## src/rtl/pipelined_carry_select_adder.sv

```systemverilog
// -----------------------------------------------------------------------------
// pipelined_carry_select_adder
//   WIDTH-bit add/subtract unit built from BLOCK_LEN-bit carry-select blocks.
//   Each block ripples two carry chains (seeded 0 and 1) and the incoming
//   block carry picks one. BLOCKS_PER_STAGE blocks are evaluated per pipeline
//   stage. Each stage registers the sum bits finished so far, its carry-out,
//   and only the operand bits that later stages still need. All stages shift
//   together under a single valid/ready handshake.
//
// Ports
//   clk        in   1      rising-edge clock
//   rst_n      in   1      asynchronous active-low reset
//   in_valid   in   1      operands present this cycle
//   in_ready   out  1      unit accepts operands this cycle
//   a, b       in   WIDTH  operands
//   cin        in   1      carry-in (add mode only)
//   sub        in   1      1: a-b (b inverted, carry-in forced to 1)
//   out_valid  out  1      result valid
//   out_ready  in   1      downstream accepts result
//   sum        out  WIDTH  result, modulo 2^WIDTH
//   cout       out  1      carry-out of MSB (sub: 1 = no borrow)
//   ovf        out  1      signed overflow
// -----------------------------------------------------------------------------
module pipelined_carry_select_adder #(
  parameter int WIDTH            = 32,
  parameter int BLOCK_LEN        = 4,
  parameter int BLOCKS_PER_STAGE = 2
) (
  input  logic             clk,
  input  logic             rst_n,
  input  logic             in_valid,
  output logic             in_ready,
  input  logic [WIDTH-1:0] a,
  input  logic [WIDTH-1:0] b,
  input  logic             cin,
  input  logic             sub,
  output logic             out_valid,
  input  logic             out_ready,
  output logic [WIDTH-1:0] sum,
  output logic             cout,
  output logic             ovf
);

  localparam int NB     = WIDTH / BLOCK_LEN;
  localparam int STAGES = (NB + BLOCKS_PER_STAGE - 1) / BLOCKS_PER_STAGE;

  // Exclusive upper block index handled by stage s.
  function automatic int last_blk(input int s);
    return ((s + 1) * BLOCKS_PER_STAGE < NB) ? (s + 1) * BLOCKS_PER_STAGE : NB;
  endfunction

  // Sum bits complete after stage s, and operand bits still pending.
  function automatic int done_w(input int s);
    return last_blk(s) * BLOCK_LEN;
  endfunction

  function automatic int pend_w(input int s);
    return WIDTH - done_w(s);
  endfunction

  // Offsets of each stage's slice inside the flat hand-off vectors.
  function automatic int sum_off(input int s);
    int o = 0;
    for (int t = 0; t < s; t++) o += done_w(t);
    return o;
  endfunction

  function automatic int pend_off(input int s);
    int o = 0;
    for (int t = 0; t < s; t++) o += pend_w(t);
    return o;
  endfunction

  localparam int SUM_TOT  = (STAGES > 1) ? sum_off(STAGES - 1)  : 1;
  localparam int PEND_TOT = (STAGES > 1) ? pend_off(STAGES - 1) : 1;

  // One carry-select block: returns {carry_out, sum[BLOCK_LEN-1:0]}.
  function automatic logic [BLOCK_LEN:0] csel_block(
    input logic [BLOCK_LEN-1:0] x,
    input logic [BLOCK_LEN-1:0] y,
    input logic                 ci
  );
    logic [BLOCK_LEN-1:0] p, g, s0, s1;
    logic                 c0, c1;
    p  = x | y;
    g  = x & y;
    s0 = '0;
    s1 = '0;
    c0 = 1'b0;
    c1 = 1'b1;
    for (int i = 0; i < BLOCK_LEN; i++) begin
      s0[i] = x[i] ^ y[i] ^ c0;
      s1[i] = x[i] ^ y[i] ^ c1;
      c0    = g[i] | (p[i] & c0);
      c1    = g[i] | (p[i] & c1);
    end
    return ci ? {c1, s1} : {c0, s0};
  endfunction

  logic                advance;
  logic [STAGES-1:0]   vld_vec;
  logic [STAGES-1:0]   c_vec;
  logic [SUM_TOT-1:0]  sum_flat;
  logic [PEND_TOT-1:0] a_flat;
  logic [PEND_TOT-1:0] b_flat;

  assign advance   = ~out_valid | out_ready;
  assign in_ready  = advance;
  assign out_valid = vld_vec[STAGES-1];
  assign cout      = c_vec[STAGES-1];

  for (genvar s = 0; s < STAGES; s++) begin : g_stage
    localparam int FIRST = s * BLOCKS_PER_STAGE;
    localparam int NBLK  = last_blk(s) - FIRST;
    localparam int IN_W  = WIDTH - FIRST * BLOCK_LEN;
    localparam int NEW_W = NBLK * BLOCK_LEN;
    localparam int SW    = done_w(s);

    logic [IN_W-1:0]  a_src, b_src;
    logic             c_src, vld_src;
    logic [NEW_W-1:0] new_sum;
    logic             c_new;
    logic [SW-1:0]    sum_nx;
    logic [SW-1:0]    sum_p;
    logic             c_p, vld_p;

    if (s == 0) begin : g_src
      // Subtraction is a + ~b + 1; cin is ignored in that mode.
      assign a_src   = a;
      assign b_src   = b ^ {WIDTH{sub}};
      assign c_src   = sub | cin;
      assign vld_src = in_valid;
      assign sum_nx  = new_sum;
    end else begin : g_src
      assign a_src   = a_flat[pend_off(s-1) +: IN_W];
      assign b_src   = b_flat[pend_off(s-1) +: IN_W];
      assign c_src   = c_vec[s-1];
      assign vld_src = vld_vec[s-1];
      assign sum_nx  = {new_sum, sum_flat[sum_off(s-1) +: FIRST*BLOCK_LEN]};
    end

    always_comb begin
      logic [BLOCK_LEN:0] r;
      logic               c;
      r       = '0;
      c       = c_src;
      new_sum = '0;
      for (int k = 0; k < NBLK; k++) begin
        r = csel_block(a_src[k*BLOCK_LEN +: BLOCK_LEN],
                       b_src[k*BLOCK_LEN +: BLOCK_LEN], c);
        new_sum[k*BLOCK_LEN +: BLOCK_LEN] = r[BLOCK_LEN-1:0];
        c = r[BLOCK_LEN];
      end
      c_new = c;
    end

    // ---- stage s register boundary ----
    always_ff @(posedge clk or negedge rst_n) begin
      if (!rst_n) begin
        vld_p <= 1'b0;
        c_p   <= 1'b0;
        sum_p <= '0;
      end else if (advance) begin
        vld_p <= vld_src;
        c_p   <= c_new;
        sum_p <= sum_nx;
      end
    end

    assign vld_vec[s] = vld_p;
    assign c_vec[s]   = c_p;

    if (s < STAGES - 1) begin : g_ops
      logic [pend_w(s)-1:0] a_p, b_p;

      always_ff @(posedge clk or negedge rst_n) begin
        if (!rst_n) begin
          a_p <= '0;
          b_p <= '0;
        end else if (advance) begin
          a_p <= a_src[IN_W-1:NEW_W];
          b_p <= b_src[IN_W-1:NEW_W];
        end
      end

      assign a_flat[pend_off(s) +: pend_w(s)] = a_p;
      assign b_flat[pend_off(s) +: pend_w(s)] = b_p;
      assign sum_flat[sum_off(s) +: SW]       = sum_p;
    end else begin : g_out
      logic c_msb, ovf_p;

      // Carry into the MSB recovered from the MSB sum bit: c = s ^ a ^ b.
      assign c_msb = a_src[IN_W-1] ^ b_src[IN_W-1] ^ new_sum[NEW_W-1];

      always_ff @(posedge clk or negedge rst_n) begin
        if (!rst_n) begin
          ovf_p <= 1'b0;
        end else if (advance) begin
          ovf_p <= c_msb ^ c_new;
        end
      end

      assign sum = sum_p;
      assign ovf = ovf_p;
    end
  end

endmodule

```

## config.mk

```make
export PLATFORM = sky130hd
export DESIGN_NAME = pipelined_carry_select_adder
export DESIGN_NICKNAME = d
export VERILOG_FILES = /design/src/rtl/pipelined_carry_select_adder.sv
export SDC_FILE = /design/constraint.sdc
export NUM_CORES = 1
export LEC_CHECK = 0
export ABC_AREA = 1
export BUFFER_PORTS_ARGS = -buffer_cell sky130_fd_sc_hd__buf_2
export CORE_MARGIN = 2
export CORE_UTILIZATION = 58
export CTS_BUF_LIST = sky130_fd_sc_hd__clkbuf_16
export DETAILED_ROUTE_END_ITERATION = 6
export PLACE_DENSITY = 0.91
export SYNTH_ARGS = -nofsm -noshare
export SYNTH_HDL_FRONTEND = slang
export SYNTH_SLANG_ARGS = --single-unit
```

## constraint.sdc

```tcl
create_clock -name clk -period 4.8 [get_ports clk]
set_clock_uncertainty 0.2 [all_clocks]
set_input_delay 1.2 -clock clk [delete_from_list [all_inputs] [get_ports clk]]
set_output_delay 1.2 -clock clk [all_outputs]
set_load 0.005 [all_outputs]
```

==> summary.md, run 1 <==
| Metric | Value |
|---|---|
| Outcome | finished, final reports clean |
| Synthesized netlist cell count | around 850 |
| Drt via density | 4.90 |
| Power per cell area | 647 mW/mm2 |
| Area contributors post-synth | dfrtp_1 (57%), nand2_1 (15%), fa_1 (5.9%), o21ai_0 (4.5%), xnor2_1 (3.9%) |
| DR iter-0 viols | 426 |
| Rows | 43 |
| Die area | between 0.015 and 0.02 mm2 |
| Synth area leader | dfrtp_1 |
| Synth Register Bits | between 150 and 200 |
| Crit path kind | in -> reg |
| Part of the cycle the worst path needs | approximately nine tenths |
| Largest net degree at the start of global routing | 206 |
| Fmax | 0.229 GHz |
| Synth top area share | 56.5% |
| DP HPWL | ~10000 um |
| Cells along the critical path | buf_2 > xnor2_1 > inv_1 > ha_1 > o21ai_0 > fa_1 > fa_1 > inv_1 > fa_1 > nand2_1 > o21ai_0 > fa_1 > fa_1 > fa_1 > o21ai_0 |
| Xor and xnor area share after synthesis | 4.17% |
| Final ANT Viol Nets | 0 |
| DR DRC count | 0 |
| Sw Share | 35.3% |
| Share of cells above drive strength 1 | between 10% and 20% |
| Post_cts resized | 0 |
| Initial antenna violation count | 0 |
| Fin. max-slew vios | 0 |
| CTS Buffer Depth | 2 |
| Seq pwr share | a little over two fifths |
| Leak | between 4 and 5 nW |
| Buf+Inv Stages, Crit Path | 3 |
| Crit path largest cell delay | ~0.48 ns |
| Crit path depth | 15 |
| CTS Root Cell | clkbuf_16 |
| Int Pwr | 0.00390 W |
| Max_slew headroom | around 45% |
| CTS Buf Count | 17 |
| Worst Reg-to-Reg Cells | 13 |
| Post-synthesis adder-cell area fraction | 8.47% |
| Final setup viols | 0 |
| I/O pins | 106 |
| Die height | about 120 um |
| # H-tree levels | 4 |
| Max_cap viols | 0 |
| Synth unique cells | 19 |
| DR pass1 iterations | 6 |
| Post-Syn Nets | 960 |
| RSZ-0062 raised after global routing | no |
| Hold depth | 2 |
| Startpoint types | primary input |
| Via count | approximately 5.5k |
| Mux cell area share after synthesis | 0% |
| Reg clk slew, reported paths | 0.06 ns |
| Delay-heaviest family, CP | adder cells |
| Switching Power | 0.00213 W |
| DIE WIDTH | ~120 um |
| Total wire length | 15300 um |
| P&R area growth vs syn | 13.8% |
| CTS tree | yes |
| Peak supply drop | between 0.2 and 0.3 mV |
| Core Util, Final | around two thirds |
| Warnings from Yosys | 0 |
| Number of port buffers | 105 |
| Largest family of logic cells by synthesized area | simple AND/OR/NAND/NOR gates |
| Placer Congestion | 0.782 |
| Worst slew pin tran | between 0.8 and 0.9 ns |
| Total grt overflow | 0 |
| Setup TNS Final | 0 ns |
| Post-synthesis sequential area ratio | 56.5% |
| Highest-count cells in the layout ignoring fill and taps | nand2_1 (337), dfrtp_1 (185), buf_2 (104) |
| Comb power frac | between 30 and 40% |
| Req. time, crit path | roughly 5 ns |
| Crit path arrival time | 4.43 ns |
| Sink Count | ~190 |
| CTS Hold Bufs | 0 |
| # diodes | 0 |
| Core area | about 0.014 mm2 |
| First-pass GRT wire length | between 20000 and 30000 um |
| CP Capture Type | flip-flop |
| Vias in the first global route | around 5.6k |
| Most common cell after layout, fill and taps aside | nand2_1 |
| Clk pwr share | between 20% and 30% |
| Post-route minimum period | around 4.4 ns |
| Mapped Area | between 0.008 and 0.009 mm2 |
| HP Class | reg -> reg |
| Crit path max fanout | 3 |
| Simple-gate portion of the synthesized area | 16.0% |
| Starting Density | between 50% and 60% |
| CP dominant cell by count | fa_1 |
| Complex-gate fraction of the synthesized area | 7.46% |
| Drt wl/cell | around 13 um |
| Final nets | around 1.0k |
| Clock Latency Late Sink | roughly 0.42 ns |
| CP max stage cell | fa_1 |
| Final Hold Fails | 0 |
| GRT Overall Usage | between 20% and 30% |
| Post-CTS Setup Bufs | 0 |
| Synthesized area per cell | roughly 9.6 um2 |
[cells by family (layout without fill, tap and decap cells)]
group / after synthesis / count (layout)
fa+ha+maj: 41 / 41
xor+xnor: 39 / 39
compound gates: 122 / 122
flops: 185 / 185
buf+inv: 116 / 217
simple gates: 346 / 346
[tightest hold or removal path, cell delays in order (launching register included)]
cell	delay (ns)
dfrtp_1	0.32
inv_1	0.05
nand2_1	0.05
[layout make-up]
cell class                 count  area, um2
sequential                   185       4630
fill                        1098       4510
multi-input combinational    548       2960
timing repair buffer         113        607
clock buffer                  17        425
inverter                      72        273
tap                          180        225
clock inverter                15        198
[sequential cells by signal, indices dropped and copies added (netlist names)]
name / count
cout: 1
out_valid: 1
g_stage.c_p: 3
ovf: 1
g_stage.vld_p: 3
g_stage.g_ops.a_p: 48
g_stage.g_ops.b_p: 48
sum: 32
g_stage.sum_p: 48
[per-layer routing]
layer	GRT usage [%]	wire length (um)	part of all wire [%]
met1	29.7	7070	46
met4	7.90	249	1.6
met3	4.55	567	3.7
met2	35.8	7370	48
met5	0	0	0
[metrics by stage]
stage               worst slack, ns  total power (W)  std cells  hold slack [ns]  instance area (um2)
finish                        0.442          0.00603       1130            0.255                 9320
global route                  0.276          0.00653       1130            0.279                 9320
CTS                           0.440          0.00608       1130            0.260                 9320
detailed placement          -0.0163          0.00459       1098            0.243                 8690
global placement             0.0577          0.00442       1098            0.237                 8690
floorplan                    0.0811          0.00402        849            0.223                 8190
[cell usage after synthesis, drive strengths merged]
library cell / number
a21oi: 3
buf: 39
clkbuf: 5
dfrtp: 185
fa: 24
ha: 17
inv: 72
nand2: 337
nand3: 2
nand3b: 1
nor2: 6
o21ai: 119
xnor2: 36
xor2: 3
[power by group through the flow]
stage	Clock, W	Combinational [W]	Sequential, W
3_3_place_gp	0	0.00183	0.00259
5_1_grt	0.00155	0.00228	0.00270
6_report	0.00146	0.00195	0.00262
4_1_cts	0.00148	0.00198	0.00262
2_1_floorplan	0	0.00145	0.00257
3_5_place_dp	0	0.00195	0.00264
[path summary, 6_finish.rpt]
check	endpoint	slack, ns	startpoint
worst max register to register	g_stage[1].sum_p[15]$_DFFE_PN0P_	0.81	g_stage[0].g_ops.b_p[0]$_DFFE_PN0P_
worst max-delay path	g_stage[0].sum_p[7]$_DFFE_PN0P_	0.44	sub
min in group asynchronous	g_stage[1].sum_p[10]$_DFFE_PN0P_	0.60	rst_n
max in group asynchronous	g_stage[0].sum_p[0]$_DFFE_PN0P_	2.85	rst_n
worst min register to register	out_valid$_DFFE_PN0P_	0.26	g_stage[2].vld_p$_DFFE_PN0P_
worst min-delay path	out_valid$_DFFE_PN0P_	0.26	g_stage[2].vld_p$_DFFE_PN0P_
Power figures use the tool's default switching activity.
==> run 2: changes to the inputs <==
- ABC_AREA: 1 -> not set
==> run 2 against run 1 <==
Compared with the run above: setup slack worse by 0.11 ns; synthesized cell count is 35% lower; non-clock buffer count is 2 lower; sequential power is 5% higher; core utilization is 0.64 points higher; sequential share of layout area fell by 3.0 points; highest routed layer unchanged.
==> summary.md, run 2 <==
| Metric | Value |
|---|---|
| Outcome | finished, final reports clean |
| Drt via density | 5.27 (+7.5%) |
| Synth unique cells | 24 (+5) |
| Largest net degree at the start of global routing | 139 (-33%) |
| Top FF cell, synth | dfrtp_1 |
| P&R area growth vs syn | 14.5% |
| Setup TNS Final | 0 ns (unchanged) |
| Mapped Area | 0.00867 mm2 (+5.9%) |
| Crit path arrival time | 4.54 ns (+0.11 ns) |
| Crit path kind | in -> reg |
| Sink Count | 185 (unchanged) |
| Synth area leader | dfrtp_1 |
| Number of port buffers | 105 (unchanged) |
| Final nets | 765 (-27%) |
| DP HPWL | 9810 um (-1.5%) |
| Max_slew headroom | 27.5% (-18 points) |
| CP Capture Type | flip-flop |
| I/O pins | 106 (unchanged) |
| Post-route minimum period | 4.47 ns (+0.110 ns) |
| Drt wl/cell | 17.4 um (+29%) |
| Clock Latency Late Sink | 0.42 ns (about the same) |
| FFs w/ async S/R, synth | 100% (unchanged) |
| Share of cells above drive strength 1 | 46.1% (+31 points) |
| Via count | 4480 (-19%) |
| DR pass1 iterations | 4 (-2) |
| CP max stage cell | fa_1 |
| Startpoint types | primary input |
| Count leader, synth | dfrtp_1 |
| Vias in the first global route | 4935 (-11%) |
| Area contributors post-synth | dfrtp_1 (53%), mux2_4 (19%), mux2_2 (7.0%), fa_1 (5.5%), xor2_1 (2.9%) |
| Placed Cells | 819 (-25%) |
| Highest-count cells in the layout ignoring fill and taps | dfrtp_1 (185), mux2_4 (110), buf_2 (104) |
| Final Hold Fails | 0 (unchanged) |
| CTS Root Cell | clkbuf_16 |
| CTS Hold Bufs | 0 (unchanged) |
| Worst slew pin tran | 1.09 ns (+0.264 ns) |
| Starting Density | 59.4% (+0.19 points) |
| Power per cell area | 682 mW/mm2 (+5.4%) |
| Warnings from Yosys | 0 (unchanged) |
| RSZ-0062 raised after global routing | no |
| Dpl cell area | 0.00928 mm2 (+6.7%) |
| CTS Buffer Depth | 2 (unchanged) |
| # diodes | 0 (unchanged) |
| GRT Overall Usage | 20.0% (-2.1 points) |
| Cells along the critical path | buf_2 > xor2_1 > inv_1 > ha_1 > o21ai_0 > o31ai_1 > fa_1 > fa_1 > inv_1 > fa_1 > mux2i_1 > fa_1 > fa_1 > fa_1 > a21oi_1 |
| Synthesized netlist cell count | 551 (-35%) |
| Core Util, Final | 68.0% (+0.64 points) |
| CP dominant cell by count | fa_1 |
| Fin. max-slew vios | 0 (unchanged) |
| Part of the cycle the worst path needs | 93.1% (+2.3 points) |
| Post-synthesis sequential area ratio | 53.4% (-3.1 points) |
| Max_cap viols | 0 (unchanged) |
| Synth Register Bits | 185 (unchanged) |
| Post-CTS Setup Bufs | 0 (unchanged) |
| Final ANT Viol Nets | 0 (unchanged) |
| DR iter-0 viols | 237 (-44%) |
| Top Registers | g_stage.g_ops.a_p (48), g_stage.g_ops.b_p (48), g_stage.sum_p (48) |
| Synthesized area per cell | 15.7 um2 (+63%) |
| Crit path max fanout | 3 (unchanged) |
| Placer Congestion | 0.820 (+4.8%) |
| Fmax | 0.224 GHz (-2.5%) |
| Layout Cell Area excl Fill | 0.00992 mm2 (+6.5%) |
| Rows | 44 (+2.3%) |
| Most common cell after layout, fill and taps aside | dfrtp_1 |
| Initial antenna violation count | 0 (unchanged) |
| CTS tree | yes |
| Top cells by count, synth | dfrtp_1 (185), mux2_4 (110), mux2_2 (54) |
| Final setup viols | 0 (unchanged) |
| Reg clk slew, reported paths | 0.07 ns (about the same) |
| HP Class | reg -> reg |
| Non-filler instance count after layout | 850 (-25%) |
| Leak | 4.87 nW (+2.8%) |
| Post-Syn Nets | 662 (-31%) |
| Synth top area share | 53.4% (-3.1 points) |
| Die height | 126 um (+2.8%) |
| Crit path largest cell delay | 0.49 ns (about the same) |
| Peak supply drop | 0.356 mV (+22%) |
| Die area | 0.0159 mm2 (+5.7%) |
| Core area | 0.0146 mm2 (+5.5%) |
| Total grt overflow | 0 (unchanged) |
| Req. time, crit path | 4.88 ns (about the same) |
| Post-synth EDFFs | 0 (unchanged) |
| Post_cts resized | 0 (unchanged) |
| First-pass GRT wire length | 25100 um (-2.3%) |
| DIE WIDTH | 126 um (+2.8%) |
| CTS Buf Count | 17 (unchanged) |
| Total wire length | 14800 um (-2.7%) |
| DR DRC count | 0 (unchanged) |
| # H-tree levels | 4 (unchanged) |
-- run 2: cell types whose count changed in the layout (fill, tap and decap cells not counted), moves of 14 or more --
cell and delta:
nand2_1 -334, mux2_4 +110, o21ai_0 -68, mux2_2 +54, o21ai_1 -46, inv_1 -30
xnor2_1 -26, xor2_1 +26, nor3b_1 +14
-- run 2: logic make-up (layout without fill, tap and decap cells) --
logic type	Yosys count	after routing	share of synthesized area, %
flops	185	185	53.4
mux	171	171	26.9
buf+inv	68	183	4.32
fa+ha+maj	41	41	8.00
xor+xnor	40	40	4.22
compound gates	23	23	1.40
simple gates	23	23	1.75
-- run 2: path summary, 6_finish.rpt --
| path | from | endpoint | slack, ns | cells past startpoint |
|---|---|---|---|---|
| min in group asynchronous | rst_n | sum[10]$_DFFE_PN0P_ | 0.72 | 1 |
| max in group asynchronous | rst_n | sum[29]$_DFFE_PN0P_ | 2.62 | 2 |
| worst max-delay path | sub | g_stage[0].sum_p[7]$_DFFE_PN0P_ | 0.33 | 15 |
| worst max register to register | g_stage[2].g_ops.a_p[0]$_DFFE_PN0P_ | ovf$_DFFE_PN0P_ | 0.65 | 15 |
| worst min-delay path | g_stage[2].vld_p$_DFFE_PN0P_ | out_valid$_DFFE_PN0P_ | 0.28 | 1 |
| worst min register to register | g_stage[2].vld_p$_DFFE_PN0P_ | out_valid$_DFFE_PN0P_ | 0.28 | 1 |
-- run 2: stage by stage --
stage               total power [W]  worst slack (ns)  hold WS (ns)
floorplan                   0.00461            0.0494         0.230
global placement            0.00509            0.0961         0.250
detailed placement          0.00527            -0.105         0.268
CTS                         0.00684             0.361         0.291
global route                0.00721             0.268         0.309
finish                      0.00677             0.332         0.283
-- run 2: report_power, final --
group / internal, W / switching [W] / leakage (nW)
Clock: 0.000928 / 0.000600 / 0.310
Combinational: 0.00157 / 0.000932 / 2.42
Sequential: 0.00227 / 0.000466 / 2.14
Total: 0.00477 / 0.00200 / 4.87
-- run 2: final cells by class --
class                      instances  area, um2
fill                             976       4670
sequential                       185       4630
multi-input combinational        298       3670
timing repair buffer             111        592
clock buffer                      17        425
tap                              184        230
clock inverter                    14        220
inverter                          41        154
-- run 2: worst max-delay path, delay by kind of cell --
family                     cells  cell delay (ns)
muxes                          1             0.12
AOI/OAI and AO/OA              3             0.25
buffers and inverters          3             0.28
xor gates and xnor gates       1             0.22
adders and majority gates      7             2.46
-- run 2: per-layer routing --
layer	GRT usage, %	vias to the layer above	wire (um)
met2	32.6	101	7370
met4	4.20	0	82
met1	27.2	2327	6740
li1	-	2046	-
met3	5.56	6	643
met5	0	-	0
